### config.mk
export PLATFORM = sky130hd
export DESIGN_NAME = pix_fifo
export DESIGN_NICKNAME = d
export VERILOG_FILES = /design/src/rtl/pix_fifo.sv
export SDC_FILE = /design/constraint.sdc
export NUM_CORES = 1
export LEC_CHECK = 0
export ABC_AREA = 1
export CORE_ASPECT_RATIO = 1.5
export CORE_MARGIN = 2
export CORE_UTILIZATION = 45
export CTS_BUF_LIST = sky130_fd_sc_hd__clkbuf_16
export DETAILED_ROUTE_END_ITERATION = 6
export PLACE_DENSITY = 0.6
export RECOVER_POWER = 100
export SLEW_MARGIN = 20
export SYNTH_ARGS = -nofsm -noshare
export SYNTH_HDL_FRONTEND = slang
export SYNTH_SLANG_ARGS = --single-unit
export TNS_END_PERCENT = 5
### constraint.sdc
create_clock -name clk -period 5.5 [get_ports clk]
set_input_delay 1.1 -clock clk [delete_from_list [all_inputs] [get_ports clk]]
set_output_delay 1.1 -clock clk [all_outputs]
set_load 0.02 [all_outputs]
### src/rtl/pix_fifo.sv
`default_nettype none
// ============================================================================
// Module   : pix_fifo
// Brief    : Tagged FWFT FIFO between the slave arbiter and the image master,
//            with back-pressure flags and per-frame drain completion pulse.
// Revision : 1.0 - initial release
// ============================================================================
module pix_fifo #(
   parameter int DW       = 32,
   parameter int DEPTH    = 16,
   parameter int AW       = $clog2(DEPTH),
   parameter int AFULL_TH = DEPTH - 2
) (
   input  logic          clk,
   input  logic          rst_n,
   input  logic          i_wr_valid,
   input  logic [DW-1:0] i_wr_data,
   input  logic [1:0]    i_wr_mode,
   input  logic [7:0]    i_wr_proc_val,
   input  logic          i_wr_src,
   output logic          o_fifo_full,
   output logic          o_fifo_afull,
   input  logic          i_rd_ready,
   output logic          o_rd_valid,
   output logic [DW-1:0] o_rd_data,
   output logic [1:0]    o_rd_mode,
   output logic [7:0]    o_rd_proc_val,
   output logic          o_rd_src,
   input  logic [15:0]   i_frame_len,
   output logic          o_frame_cmplt,
   input  logic          i_flush,
   output logic [AW:0]   o_count,
   output logic          o_ovf_err
);

   localparam int          c_EW    = DW + 11;
   localparam logic [AW:0] c_ONE   = (AW+1)'(1);
   localparam logic [AW:0] c_FULL  = (AW+1)'(DEPTH);
   localparam logic [AW:0] c_AFULL = (AW+1)'(AFULL_TH);

   typedef enum logic [1:0] {
      S_IDLE   = 2'd0,
      S_ACTIVE = 2'd1,
      S_DONE   = 2'd2
   } state_t;

   logic [c_EW-1:0] r_mem [DEPTH];
   logic [AW:0]     r_wr_ptr;
   logic [AW:0]     r_rd_ptr;
   logic [AW:0]     r_count;
   logic            r_full;
   logic            r_afull;
   logic            r_ovf;
   state_t          r_state;
   logic [15:0]     r_fcnt;

   logic            w_empty;
   logic            w_push;
   logic            w_pop;
   logic            w_start;
   logic [AW:0]     w_count_nxt;
   logic [c_EW-1:0] w_head;
   state_t          w_state_nxt;
   logic [15:0]     w_fcnt_nxt;

   assign w_empty = (r_wr_ptr == r_rd_ptr);
   assign w_push  = i_wr_valid && !r_full && !i_flush;
   assign w_pop   = !w_empty && i_rd_ready && !i_flush;

   always_comb begin
      w_count_nxt = r_count;
      case ({w_push, w_pop})
         2'b10:   w_count_nxt = r_count + c_ONE;
         2'b01:   w_count_nxt = r_count - c_ONE;
         default: w_count_nxt = r_count;
      endcase
   end

   always_ff @(posedge clk or negedge rst_n) begin
      if (!rst_n) begin
         r_wr_ptr <= '0;
         r_rd_ptr <= '0;
         r_count  <= '0;
         r_full   <= 1'b0;
         r_afull  <= 1'b0;
         r_ovf    <= 1'b0;
      end else if (i_flush) begin
         r_wr_ptr <= '0;
         r_rd_ptr <= '0;
         r_count  <= '0;
         r_full   <= 1'b0;
         r_afull  <= 1'b0;
         r_ovf    <= 1'b0;
      end else begin
         if (w_push) r_wr_ptr <= r_wr_ptr + c_ONE;
         if (w_pop)  r_rd_ptr <= r_rd_ptr + c_ONE;
         r_count <= w_count_nxt;
         r_full  <= (w_count_nxt == c_FULL);
         r_afull <= (w_count_nxt >= c_AFULL);
         if (i_wr_valid && r_full) r_ovf <= 1'b1;
      end
   end

   // Storage is deliberately not reset; the read side masks it while empty.
   always_ff @(posedge clk) begin
      if (w_push) r_mem[r_wr_ptr[AW-1:0]] <= {i_wr_src, i_wr_proc_val, i_wr_mode, i_wr_data};
   end

   assign w_head        = r_mem[r_rd_ptr[AW-1:0]];
   assign o_rd_valid    = !w_empty;
   assign o_rd_data     = w_empty ? '0 : w_head[DW-1:0];
   assign o_rd_mode     = w_empty ? '0 : w_head[DW+1:DW];
   assign o_rd_proc_val = w_empty ? '0 : w_head[DW+9:DW+2];
   assign o_rd_src      = w_empty ? 1'b0 : w_head[DW+10];
   assign o_fifo_full   = r_full;
   assign o_fifo_afull  = r_afull;
   assign o_count       = r_count;
   assign o_ovf_err     = r_ovf;

   always_ff @(posedge clk or negedge rst_n) begin
      if (!rst_n) begin
         r_state <= S_IDLE;
         r_fcnt  <= 16'd0;
      end else begin
         r_state <= w_state_nxt;
         r_fcnt  <= w_fcnt_nxt;
      end
   end

   // A pop outside ACTIVE opens a new frame as its first beat.
   assign w_start = w_pop && (i_frame_len != 16'd0);

   always_comb begin
      w_state_nxt = r_state;
      w_fcnt_nxt  = r_fcnt;
      if (i_flush) begin
         w_state_nxt = S_IDLE;
         w_fcnt_nxt  = 16'd0;
      end else begin
         case (r_state)
            S_IDLE, S_DONE: begin
               if (w_start) begin
                  if (i_frame_len == 16'd1) begin
                     w_state_nxt = S_DONE;
                     w_fcnt_nxt  = 16'd0;
                  end else begin
                     w_state_nxt = S_ACTIVE;
                     w_fcnt_nxt  = 16'd1;
                  end
               end else begin
                  w_state_nxt = S_IDLE;
               end
            end
            S_ACTIVE: begin
               if (w_pop) begin
                  if ((r_fcnt + 16'd1) == i_frame_len) begin
                     w_state_nxt = S_DONE;
                     w_fcnt_nxt  = 16'd0;
                  end else begin
                     w_fcnt_nxt  = r_fcnt + 16'd1;
                  end
               end
            end
            default: begin
               w_state_nxt = S_IDLE;
               w_fcnt_nxt  = 16'd0;
            end
         endcase
      end
   end

   assign o_frame_cmplt = (r_state == S_DONE);

endmodule
`default_nettype wire

==> impl_metrics.toml <==
[sta]
finalCritPeriodShare_pct = 91.8
holdWs_ns = 0.501
fin_tns_setup_ns = 0
timing.final.max_slew_violations = 671
hold_violations = 0
fin_skew_ns = 0.0199
setup_viol = 0
period_minus_slack_ns = 5.05
rsz0062_at_grt = "false"
worst_pin_slew_ns = 2.22
slew_headroom_pct = -47.7
fmax_mhz = 198

[drt]
vias_per_cell = 5.99
wl_per_cell_um = 23.7
ant_nets = 0
drt_iter0_drc = 2010
vias = 19400
dr.pass1.iters = 7
drc = 0
wirelength_mm = 76.4

[hold_path]
min_from = "r_wr_ptr[4]"
min_path_type = "flop to flop"
min_path_cells = 1
hold_end = "r_wr_ptr[4]"

[cells_and_area]
layoutNonFillerInstCount = 3229
fin_util_pct = 51.6
drive_gt1_share_pct = 6.42
final_nets = 2441
area_growth_pct = 13.8
nFillCells = 5382

[logic_synthesis]
synthMostInstantiatedCell = "edfxtp_1"
synthTopCellsByArea = "edfxtp_1 (71%), o21ai_0 (6.3%), nor2_1 (5.0%), dfrtp_1 (3.1%), nand2_1 (2.6%)"
syn_inst = 2288
yosysWarningCount = 0
syn_area_um2 = 29100
yosys_register_bits = 724
synth_common_cells = "edfxtp_1 (688), nor2_1 (390), o21ai_0 (366)"
yosys.area.top_type_share_pct = 71.0
synth-async-reset-ratio_pct = 4.97
synth_nets = 2361
avgSynthCellArea_um2 = 12.7
ys.flop_type = "edfxtp_1"
synth.distinct_cells = 38
yosysSeqAreaShare_pct = 74.1
synth_enable_flop_cells = 688
yosysTopAreaCell = "edfxtp_1"

[die]
core.rowCount = 114
ios = 117
dieArea_um2 = 66800
initial_core_util_pct = 45.4
dieHeight_um = 316
placeableCoreArea_um2 = 64200
die_w_um = 212

[clocking]
clk_path_buf_depth = 3
cts_tree = "yes"
htreeDepth = 3
cts_resized = 0
cts_root_buf = "clkbuf_16"
clock-sinks = 724
cts_setup_buffers = 0
numCtsBuffers = 69
path_clk_slew_ns = 0.07
ctsHoldBuffers = 0
clk-insertion-delay-late_ns = 0.61

[placed_design]
place_congestion = 0.877
portBuffers = 116
dpl.hpwl_mm = 38.0
dpl.cell_count = 3109

[power_and_ir_drop]
ir_drop_v = 0.000209
p_leak_uw = 0.0109
p_total_uw = 12400
powerDensity_nw_per_um2 = 374

[critical_path]
cp_max_fo = 50
timing.rr.start = "o_fifo_full"
r2r_setup_slack_ns = 1.44
r2r_end = "r_mem[5][19]"
startpoint_type = "flop"
critPathKind = "flop to output port"
cp.arrival_ns = 3.95
worstPathRequired_ns = 4.40
end_kind = "output port"
r2r_cells = 6

[global_routing]
grt_pass1_wl_mm = 114
grt_max_degree = 165
grt_usage_pct = 22.8
grt_pass1_vias = 19000
grt_overflow = 0
antenna_found_initial = 8

[run]
maxCapViolCount = 16

[run_status]
status = "complete, but fails checks"
violations = "max-capacitance violations, max-slew violations"
## flip-flops by register name (all words and copies together), names as in the netlist
register      flops
r_state           2
r_fcnt           16
r_wr_ptr          5
o_fifo_full       1
o_count           5
r_mem           688
o_fifo_afull      1
r_rd_ptr          5
o_ovf_err         1
## power by group
group / total [uW] / internal, uW / switching [uW]
registers: 6160 / 6100 / 66.3
logic: 1790 / 565 / 1230
clock network: 4440 / 2460 / 1980
## metrics by stage
stage / cell area, um2 / worst slack [ns]
finish: 33100 / 0.451
CTS: 33300 / 0.625
global placement: 31200 / 1.10
global route: 33100 / 0.241
detailed placement: 31200 / 1.04
floorplan: 29100 / 0.277
## how the worst max path moves through the flow
stage                 from            end  slack, ns  cells past startpoint
6_report       r_rd_ptr[1]  o_rd_data[28]       0.45                      7
5_1_grt        r_rd_ptr[1]  o_rd_data[10]       0.24                      7
4_1_cts        r_rd_ptr[1]  o_rd_data[11]       0.63                      7
3_5_place_dp    i_wr_valid    o_fifo_full       1.04                     17
3_3_place_gp    i_wr_valid    o_fifo_full       1.10                     17
2_1_floorplan   i_wr_valid    r_mem[0][0]       0.28                      6
## worst max-delay path, cell delays in order, from the launching register on
cell and delay (ns):
dfrtp_4 0.73, inv_4 0.50, clkbuf_2 0.58, o21ai_0 0.20
o221ai_1 0.19, nand3_1 0.10, a31oi_1 0.29, dlygate4sd3_1 0.73
## layout make-up
class                      instances  area, um2  share of cell area, %
antenna                            2       5.00                 0.0151
clock buffer                      72       1800                   5.44
clock inverter                    46        275                  0.831
inverter                          59        231                  0.698
multi-input combinational       1357       6780                   20.5
sequential                       724      21600                   65.1
tap                              812       1020                   3.07
timing repair buffer             157       1470                   4.42
## logic make-up (layout without fill, tap and decap cells)
logic type,Yosys count,in the layout,share of synthesized area [%]
compound gates,616,616,12.3
xor+xnor,12,12,0.361
fa+ha+maj,9,9,0.387
buf+inv,207,334,2.76
flops,724,724,74.1
other cells,0,2,0
simple gates,720,720,10.1
## cells in the final DEF, fill, tap and decap left out, types with 43 or more instances in the layout
cell             n
nand2_1        203
o22ai_1        102
inv_1           74
o221ai_1        70
nor2_1         386
dlygate4sd3_1   85
a31oi_1         43
edfxtp_1       688
clkbuf_16       72
nand3_1         67
o21ai_0        371
## per-layer routing
layer  vias up  share of wire, %  track usage (%)
li1       8677                 -                -
met1      9897                40             28.4
met2       658                51             40.8
met3       120               5.8             3.36
met4         4               2.4             7.39
met5         -             0.039                0
Note: power is estimated with default switching activity, not from simulation.
